File: config.mk
export PLATFORM = sky130hd
export DESIGN_NAME = tx_frame_ctrl_flat
export DESIGN_NICKNAME = d
export VERILOG_FILES = /design/src/rtl/tx_frame_ctrl_if.sv /design/src/rtl/tx_frame_ctrl.sv /design/src/flat_wrapper.sv
export SDC_FILE = /design/constraint.sdc
export NUM_CORES = 1
export LEC_CHECK = 0
export BUFFER_PORTS_ARGS = -buffer_cell sky130_fd_sc_hd__buf_2
export CORE_MARGIN = 3
export CORE_UTILIZATION = 52
export CTS_CLUSTER_DIAMETER = 30
export CTS_CLUSTER_SIZE = 20
export DETAILED_ROUTE_END_ITERATION = 12
export PLACE_DENSITY_LB_ADDON = 0.12
export SETUP_SLACK_MARGIN = 0.4
export SLEW_MARGIN = 10
export SYNTH_ARGS = -nofsm -noshare
export SYNTH_HDL_FRONTEND = slang
export SYNTH_SLANG_ARGS = --single-unit
File: constraint.sdc
create_clock -name clk_i -period 3.9 [get_ports clk_i]
set_clock_uncertainty 0.2 [all_clocks]
set_input_delay 0.78 -clock clk_i [delete_from_list [all_inputs] [get_ports clk_i]]
set_output_delay 0.78 -clock clk_i [all_outputs]
set_load 0.02 [all_outputs]
File: src/rtl/tx_frame_ctrl_if.sv
// Wishbone-style sample stream: one 32-bit {I,Q} sample per acknowledged strobe.
// The same bundle is used on the upstream (symbol pipeline) and the
// downstream (transmit output stage) side of the frame sequencer.
interface tx_frame_ctrl_if;
  logic [31:0] dat;
  logic        cyc;
  logic        stb;
  logic        we;
  logic        ack;

  modport master (output dat, cyc, stb, we, input ack);
  modport slave  (input dat, cyc, stb, we, output ack);
endinterface

File: src/rtl/tx_frame_ctrl.sv
// Transmit frame sequencer. Forwards samples from the symbol pipeline to the
// output stage without added latency. Counts samples per symbol and symbols
// per frame. Drops downstream CYC after the last symbol plus a drain window,
// so the output stage re-inserts its preamble on the next frame. Holds off
// upstream for an inter-frame gap.
module tx_frame_ctrl #(
  parameter int unsigned SYM_LEN   = 320,
  parameter int unsigned DRAIN_CYC = 4,
  parameter int unsigned GAP_CYC   = 64
) (
  input  logic                  clk_i,
  input  logic                  rst_i,
  input  logic [7:0]            nsym_i,
  tx_frame_ctrl_if.slave        up,
  tx_frame_ctrl_if.master       dn,
  output logic                  frm_busy_o,
  output logic                  frm_done_o,
  output logic                  frm_err_o,
  output logic [7:0]            sym_cnt_o
);

  localparam int unsigned SW   = $clog2(SYM_LEN);
  localparam int unsigned TMAX = (DRAIN_CYC > GAP_CYC) ? DRAIN_CYC : GAP_CYC;
  localparam int unsigned TW   = (TMAX > 1) ? $clog2(TMAX) : 1;

  localparam logic [SW-1:0] SAMP_LAST  = SW'(SYM_LEN - 1);
  localparam logic [TW-1:0] DRAIN_LAST = TW'(DRAIN_CYC - 1);
  localparam logic [TW-1:0] GAP_LAST   = TW'(GAP_CYC - 1);

  typedef enum logic [1:0] {
    ST_IDLE,
    ST_FRAME,
    ST_DRAIN,
    ST_GAP
  } state_t;

  state_t        state_q, state_d;
  logic [SW-1:0] samp_q, samp_d;
  logic [7:0]    sym_q, sym_d;
  logic [7:0]    nlast_q, nlast_d;
  logic [TW-1:0] tmr_q, tmr_d;
  logic          done_q, done_d;
  logic          err_q, err_d;

  logic          ena;
  logic          acc;
  logic          up_ack;
  logic          dn_cyc;
  logic          dn_stb;
  logic          dn_we;
  logic [31:0]   dn_dat;

  assign ena = up.cyc & up.stb & up.we;
  assign acc = dn_stb & dn.ack;

  // State, counters, timer and status pulses; reset returns everything to IDLE.
  always_ff @(posedge clk_i or posedge rst_i) begin
    if (rst_i) begin
      state_q <= ST_IDLE;
      samp_q  <= '0;
      sym_q   <= '0;
      nlast_q <= '0;
      tmr_q   <= '0;
      done_q  <= 1'b0;
      err_q   <= 1'b0;
    end else begin
      state_q <= state_d;
      samp_q  <= samp_d;
      sym_q   <= sym_d;
      nlast_q <= nlast_d;
      tmr_q   <= tmr_d;
      done_q  <= done_d;
      err_q   <= err_d;
    end
  end

  // Next-state logic plus the combinational bus pass-through while in FRAME.
  always_comb begin
    state_d = state_q;
    samp_d  = samp_q;
    sym_d   = sym_q;
    nlast_d = nlast_q;
    tmr_d   = tmr_q;
    done_d  = 1'b0;
    err_d   = 1'b0;
    up_ack  = 1'b0;
    dn_cyc  = 1'b0;
    dn_stb  = 1'b0;
    dn_we   = 1'b0;
    dn_dat  = '0;

    case (state_q)
      ST_IDLE: begin
        if (ena) begin
          state_d = ST_FRAME;
          // A zero symbol count is treated as a single symbol.
          nlast_d = (nsym_i == 8'd0) ? 8'd0 : (nsym_i - 8'd1);
          samp_d  = '0;
          sym_d   = '0;
        end
      end

      ST_FRAME: begin
        dn_cyc = 1'b1;
        dn_stb = ena;
        dn_we  = ena;
        dn_dat = up.dat;
        up_ack = dn.ack & ena;
        // A transfer needs CYC_I high, so last-sample always beats abort.
        if (acc) begin
          if (samp_q == SAMP_LAST) begin
            samp_d = '0;
            sym_d  = sym_q + 8'd1;
            if (sym_q == nlast_q) begin
              state_d = ST_DRAIN;
              tmr_d   = '0;
              done_d  = 1'b1;
            end
          end else begin
            samp_d = samp_q + 1'b1;
          end
        end else if (!up.cyc) begin
          state_d = ST_GAP;
          tmr_d   = '0;
          err_d   = 1'b1;
          samp_d  = '0;
          sym_d   = '0;
        end
      end

      ST_DRAIN: begin
        dn_cyc = 1'b1;
        if (tmr_q == DRAIN_LAST) begin
          state_d = ST_GAP;
          tmr_d   = '0;
        end else begin
          tmr_d = tmr_q + 1'b1;
        end
      end

      ST_GAP: begin
        if (tmr_q == GAP_LAST) begin
          state_d = ST_IDLE;
          tmr_d   = '0;
        end else begin
          tmr_d = tmr_q + 1'b1;
        end
      end

      default: begin
        state_d = ST_IDLE;
      end
    endcase
  end

  assign up.ack     = up_ack;
  assign dn.cyc     = dn_cyc;
  assign dn.stb     = dn_stb;
  assign dn.we      = dn_we;
  assign dn.dat     = dn_dat;
  assign frm_busy_o = (state_q == ST_FRAME) || (state_q == ST_DRAIN);
  assign frm_done_o = done_q;
  assign frm_err_o  = err_q;
  assign sym_cnt_o  = sym_q;

endmodule

File: src/flat_wrapper.sv
// flat-port wrapper written by rule: the top's interface ports become plain ports
module tx_frame_ctrl_flat 
#(
  parameter int unsigned SYM_LEN   = 320,
  parameter int unsigned DRAIN_CYC = 4,
  parameter int unsigned GAP_CYC   = 64
)
  (clk_i, rst_i, nsym_i, frm_busy_o, frm_done_o, frm_err_o, sym_cnt_o, up_dat, up_cyc, up_stb, up_we, up_ack, dn_dat, dn_cyc, dn_stb, dn_we, dn_ack);
  tx_frame_ctrl_if up_i ();
  tx_frame_ctrl_if dn_i ();
  input  logic clk_i;
  input  logic rst_i;
  input  logic [7:0] nsym_i;
  output logic frm_busy_o;
  output logic frm_done_o;
  output logic frm_err_o;
  output logic [7:0] sym_cnt_o;
  input wire logic [$bits(up_i.dat)-1:0] up_dat;
  input wire logic [$bits(up_i.cyc)-1:0] up_cyc;
  input wire logic [$bits(up_i.stb)-1:0] up_stb;
  input wire logic [$bits(up_i.we)-1:0] up_we;
  output wire logic [$bits(up_i.ack)-1:0] up_ack;
  output wire logic [$bits(dn_i.dat)-1:0] dn_dat;
  output wire logic [$bits(dn_i.cyc)-1:0] dn_cyc;
  output wire logic [$bits(dn_i.stb)-1:0] dn_stb;
  output wire logic [$bits(dn_i.we)-1:0] dn_we;
  input wire logic [$bits(dn_i.ack)-1:0] dn_ack;
  assign up_i.dat = up_dat;
  assign up_i.cyc = up_cyc;
  assign up_i.stb = up_stb;
  assign up_i.we = up_we;
  assign up_ack = up_i.ack;
  assign dn_dat = dn_i.dat;
  assign dn_cyc = dn_i.cyc;
  assign dn_stb = dn_i.stb;
  assign dn_we = dn_i.we;
  assign dn_i.ack = dn_ack;
  tx_frame_ctrl #(.SYM_LEN(SYM_LEN), .DRAIN_CYC(DRAIN_CYC), .GAP_CYC(GAP_CYC)) u_core (.clk_i(clk_i), .rst_i(rst_i), .nsym_i(nsym_i), .up(up_i), .dn(dn_i), .frm_busy_o(frm_busy_o), .frm_done_o(frm_done_o), .frm_err_o(frm_err_o), .sym_cnt_o(sym_cnt_o));
endmodule
==> metrics, run 1 <==
CTS tree yes; GRT met3 Usage 4.96%; core region area 4140 µm²; total setup buffers inserted after CTS 0; layout cells sized above 1 30.2%; yosys warns 0; leak pwr 1.55 nW; Req. time, crit path 2.92 ns; CTS Buf Count 5; Post-DP HPWL 4330 µm; Power Density 554 nW/µm²; CTS root buffer clkbuf_8; Placed Instance Area 2800 µm²; via count 2153; Design Area, Final 2880 µm²; Antenna Cells 0; status finished, final reports clean; worst hold path type reg2reg; initial antenna violation count 0; htree depth 2; area grow syn2layout 24.7%; unrepaired setup endpoints after global routing false; asr flop ratio synth 100%; GR peak layer met2; Synth area leaders dfrtp_1, and2_1, o21ai_0, ha_1, nand2_1; Finish-stage setup viols 0; grt met2 use 37.0%; Synth Instances 265; EDFF count, synth 0; CP endpoint kind output port; die span in x 72.7 µm; # clock sinks 35; DR WL/cell 13.7 µm; # hold bufs at CTS 0; M1 GR Usage 27.2%; All-Layer GR Usage 21.9%; prevailing post-synth register cell dfrtp_1; DRC 0; Post-Syn Area 2310 µm²; post-cts resize count 0; Seq/Total Area, Yosys 37.9%; Std-Cell Rows 23; first-pass GRT wire length 9180 µm; Synth Register Bits 35; endpoints failing hold 0; Overall Power 1.60 mW; Non-Filler Instances 408; IR drop worst, VDD 297 µV; nets@finish 413; max frequency 357 MHz; most frequent cells in the layout buf_2, dfrtp_1, and2_1, o21ai_0, nand2_1; Post-DRT Antenna Nets 0; initial core utilization 55.8%; clock slew at reported path FFs 0.07 ns; gr ovfl total 0; Tmin final 2.80 ns; Worst Setup Path Type in2out; pin count of the biggest net entering global routing 36; Final Slew Violations 0; Worst slew margin 66.1%; buffers added on ports 92; Placed Cells 400; # IOs 93; final setup TNS 0 ns; Synth area leader dfrtp_1; initial drt markers 94; Slew @ Worst Pin 0.508 ns; worst hold slack 0.300 ns; drt total wl 5600 µm; Post-Syn Area per Cell 8.73 µm²; Final Cycle Share 71.8%; Die Y 72.7 µm; vias in the first global route 1988; CP Max Fanout 10; clk buf depth 2; post-synth top area share 37.9%; commonest non-fill, non-tap cell in the layout buf_2; Worst setup SP type input port; GPL Wtd Cong 0.869; CP arrival 1.82 ns; Final WS setup 1.10 ns; distinct cell type count after synthesis 43; Skew-Pair Late Insertion Delay 0.29 ns; Net Count, Synth 321; DR vias/cell 5.28; Pre-Repair DR Iteration Count 4; Max-Cap Viols 0; utilization after layout 69.6%; full die area 5280 µm²; Place WS 1.11 ns
sequential cells by signal, summed over array words and instances (netlist names):
| signal | cells |
|---|---|
| u_core.samp_q | 9 |
| u_core.frm_err_o | 1 |
| u_core.tmr_q | 6 |
| u_core.frm_done_o | 1 |
| u_core.nlast_q | 8 |
| u_core.state_q | 2 |
| u_core.sym_cnt_o | 8 |
path summary, 6_finish.rpt:
check	start	to	slack (ns)	cells past startpoint
hold / removal	u_core.nlast_q[1]	u_core.nlast_q[1]	0.30	2
max in group asynchronous	rst_i	u_core.sym_cnt_o[3]	2.80	3
hold reg to reg	u_core.nlast_q[1]	u_core.nlast_q[1]	0.30	2
setup reg to reg	u_core.state_q[0]	u_core.sym_cnt_o[3]	1.40	7
min in group asynchronous	rst_i	u_core.nlast_q[0]	0.38	3
setup / recovery	up_cyc	up_ack	1.10	5
per-layer routing:
layer / vias to the layer above / routed length, µm / part of all wire, %
met5: - / 0 / 0
met4: 0 / 104 / 1.9
met3: 11 / 293 / 5.2
met2: 56 / 2800 / 50
met1: 977 / 2400 / 43
li1: 1109 / - / -
worst max-delay path, stage by stage:
cell     delay [ns]
buf_2          0.16
and4_4         0.27
nand2_1        0.22
inv_1          0.20
buf_2          0.19
final cells by class:
class	instances	area, µm²
Tap cell	50	62.6
Inverter	12	45.0
Fill cell	374	1260
Clock inverter	1	5.00
Multi-Input combinational cell	209	1340
Clock buffer	7	76.3
Sequential cell	35	876
Timing Repair Buffer	94	475
cells in the mapped netlist (all sizes together), types with 2 or more instances:
cell type,n
nor2b,2
ha,10
a211oi,2
o31ai,4
a31oi,2
a22o,2
nor3,2
nand4,6
or4,2
clkbuf,5
nor4,5
dfrtp,35
xnor2,7
inv,12
nand3,9
a41oi,2
nor2,19
mux2,2
o21ai,31
and3,6
nand2b,5
xor2,10
and2,35
and4,3
buf,4
nand2,27
a21oi,6
power by group:
part | leakage, nW | internal [mW] | switching (mW)
sequential | 0.471 | 0.438 | 0.0682
clock | 0.0422 | 0.125 | 0.125
combinational | 1.04 | 0.314 | 0.525
total | 1.55 | 0.878 | 0.719
cell families after synthesis:
| kind of cell | Yosys count | share of synthesized area, % |
|---|---|---|
| flip-flops | 35 | 37.9 |
| adder cells (fa/ha/maj) | 10 | 5.41 |
| AND/OR/NAND/NOR | 123 | 29.5 |
| XOR/XNOR | 17 | 6.44 |
| AO/OA/AOI/OAI | 57 | 15.7 |
| multiplexers | 2 | 0.974 |
| buffers and inverters | 21 | 4.06 |
Power figures use the tool's default switching activity.
==> inputs of run 2 (changes only) <==
--- a/config.mk
+++ b/config.mk
@@ -7,7 +7,7 @@
 export LEC_CHECK = 0
 export BUFFER_PORTS_ARGS = -buffer_cell sky130_fd_sc_hd__buf_2
 export CORE_MARGIN = 3
-export CORE_UTILIZATION = 52
+export CORE_UTILIZATION = 49
 export CTS_CLUSTER_DIAMETER = 30
 export CTS_CLUSTER_SIZE = 20
 export DETAILED_ROUTE_END_ITERATION = 12
==> constraint.sdc (replaced) <==
create_clock -name clk_i -period 2.6 [get_ports clk_i]
set_clock_uncertainty 0.2 [all_clocks]
set_input_delay 0.52 -clock clk_i [delete_from_list [all_inputs] [get_ports clk_i]]
set_output_delay 0.52 -clock clk_i [all_outputs]
set_load 0.02 [all_outputs]
==> run 2 against run 1 <==
Total power rose by 96%. Final cell count rose by 4.7%. Wire length rose by 14%. Critical path depth did not move. Global-route usage fell by 1.8 points. Sequential power rose by 50%. First-iteration DRC count rose by 56%. Die area rose by 5.6%. Cell area rose by 16%. Core utilization rose by 5.7 points. Sequential share of layout area fell by 4.1 points. Worst setup slack got worse by 0.72 ns. Critical path type is now reg2out. Largest cell class unchanged.
==> metrics, run 2 (same netlist as run 1, synthesis figures left out) <==
status finished, final reports clean; DRC 0; final setup TNS 0 ns; RR Endpoint u_core.tmr_q[4]; Worst slew margin 70.7%; Top delay family on crit path flip-flops; buffers added on ports 92; Antenna Cells 0; # IOs 93; Max-Cap Viols 0; r2r setup slk 0.42 ns; Final Cycle Share 85.4%; GPL Wtd Cong 0.878; fillcell total 316; CP arrival 1.50 ns; full die area 5580 µm²; slowest CP cell dfrtp_2; Pre-Repair DR Iteration Count 4; Tmin final 2.22 ns; Reg with most FFs u_core.samp_q; Post-DRT Antenna Nets 0; # clock sinks 35; # hold bufs at CTS 0; Critical Path Max Stage Delay 0.45 ns; Worst Setup Path Type reg2out; first-pass GRT wire length 8800 µm; area grow syn2layout 44.6%; All-Layer GR Usage 20.1%; core region area 4440 µm²; Worst R2R Path Depth 8; worst hold path type in2async; Std-Cell Rows 24; IR drop worst, VDD 482 µV; endpoints failing hold 0; max reg flops 9; most frequent CP cell buf_12; Power Density 937 nW/µm²; nets@finish 430; initial drt markers 147; vias in the first global route 2004; Slew @ Worst Pin 0.436 ns; Overall Power 3.13 mW; unrepaired setup endpoints after global routing true; die span in x 74.7 µm; buffer and inverter count on the worst path 3; reg2reg start u_core.state_q[1]; drt total wl 6400 µm; Finish-stage setup viols 0; htree depth 2; via count 2321; CTS root buffer clkbuf_8; Die Y 74.7 µm; Post-DP HPWL 4240 µm; gr ovfl total 0; CP endpoint kind output port; max frequency 450 MHz; Final Slew Violations 0; Skew-Pair Late Insertion Delay 0.29 ns; initial core utilization 52.0%; DR vias/cell 5.44; clock slew at reported path FFs 0.07 ns; CTS Buf Count 5; cell chain of the critical path ha_4 > buf_12 > buf_12 > and2_1 > buf_4; clk buf depth 2; pin count of the biggest net entering global routing 36; DR WL/cell 15.0 µm; commonest non-fill, non-tap cell in the layout buf_2; leak pwr 1.71 nW; CTS tree yes; initial antenna violation count 0; CP Max Fanout 13; most frequent cells in the layout buf_2, buf_4, dfrtp_1, o21ai_0, nand2_1; Req. time, crit path 1.88 ns; Worst setup SP type flip-flop; layout cells sized above 1 41.9%
run 2: timing repair:
item | CTS | global route
resized for setup | 16 | 74
pin swaps | 0 | 1
buffers inserted | 3 | 8
setup endpoints to repair | 49 | 47
gates cloned | 0 | 2
run 2: final cells by class:
type / count / area [µm²] / share of cell area [%]
Inverter: 12 / 45.0 / 1.35
Clock inverter: 2 / 38.8 / 1.16
Multi-Input combinational cell: 209 / 1440 / 43.1
Sequential cell: 35 / 878 / 26.3
Tap cell: 52 / 65.1 / 1.95
Timing Repair Buffer: 111 / 795 / 23.8
Clock buffer: 6 / 82.6 / 2.47
run 2: worst max-delay path by stage:
stage / endpoint / start / depth (start not counted)
2_1_floorplan: u_core.tmr_q[4] / up_cyc / 7
3_3_place_gp: u_core.tmr_q[4] / u_core.state_q[1] / 6
3_5_place_dp: u_core.tmr_q[4] / u_core.state_q[1] / 6
4_1_cts: dn_dat[8] / u_core.state_q[1] / 5
5_1_grt: dn_dat[16] / u_core.state_q[1] / 6
6_report: dn_dat[16] / u_core.state_q[0] / 5
run 2: routing by layer:
layer / up-vias / wire [µm] / track usage [%]
li1: 1145 / - / -
met3: 6 / 292 / 3.87
met1: 1103 / 2530 / 25.7
met2: 67 / 3510 / 34.3
met4: 0 / 70 / 6.52
met5: - / 0 / 0
run 2: power breakdown:
group / internal, mW / leakage (nW) / switching, mW
clock: 0.315 / 0.0618 / 0.208
combinational: 0.903 / 1.18 / 0.946
sequential: 0.660 / 0.469 / 0.0995
run 2: worst min-delay path: cells and delay by family:
family / cells / cell delay (ns)
buffers and inverters: 3 / 0.51
run 2: through the flow:
step	cell area, µm²	setup WS [ns]	cells	utilization (%)	hold slack, ns
after floorplan	2310	0.424	265	-	0.269
after global placement	2830	0.279	406	63.8	0.283
after detailed placement	2830	0.200	406	63.8	0.291
after CTS	3040	0.403	417	68.3	0.119
after global routing	3340	0.306	427	75.3	0.170
final	3340	0.379	427	75.3	0.112
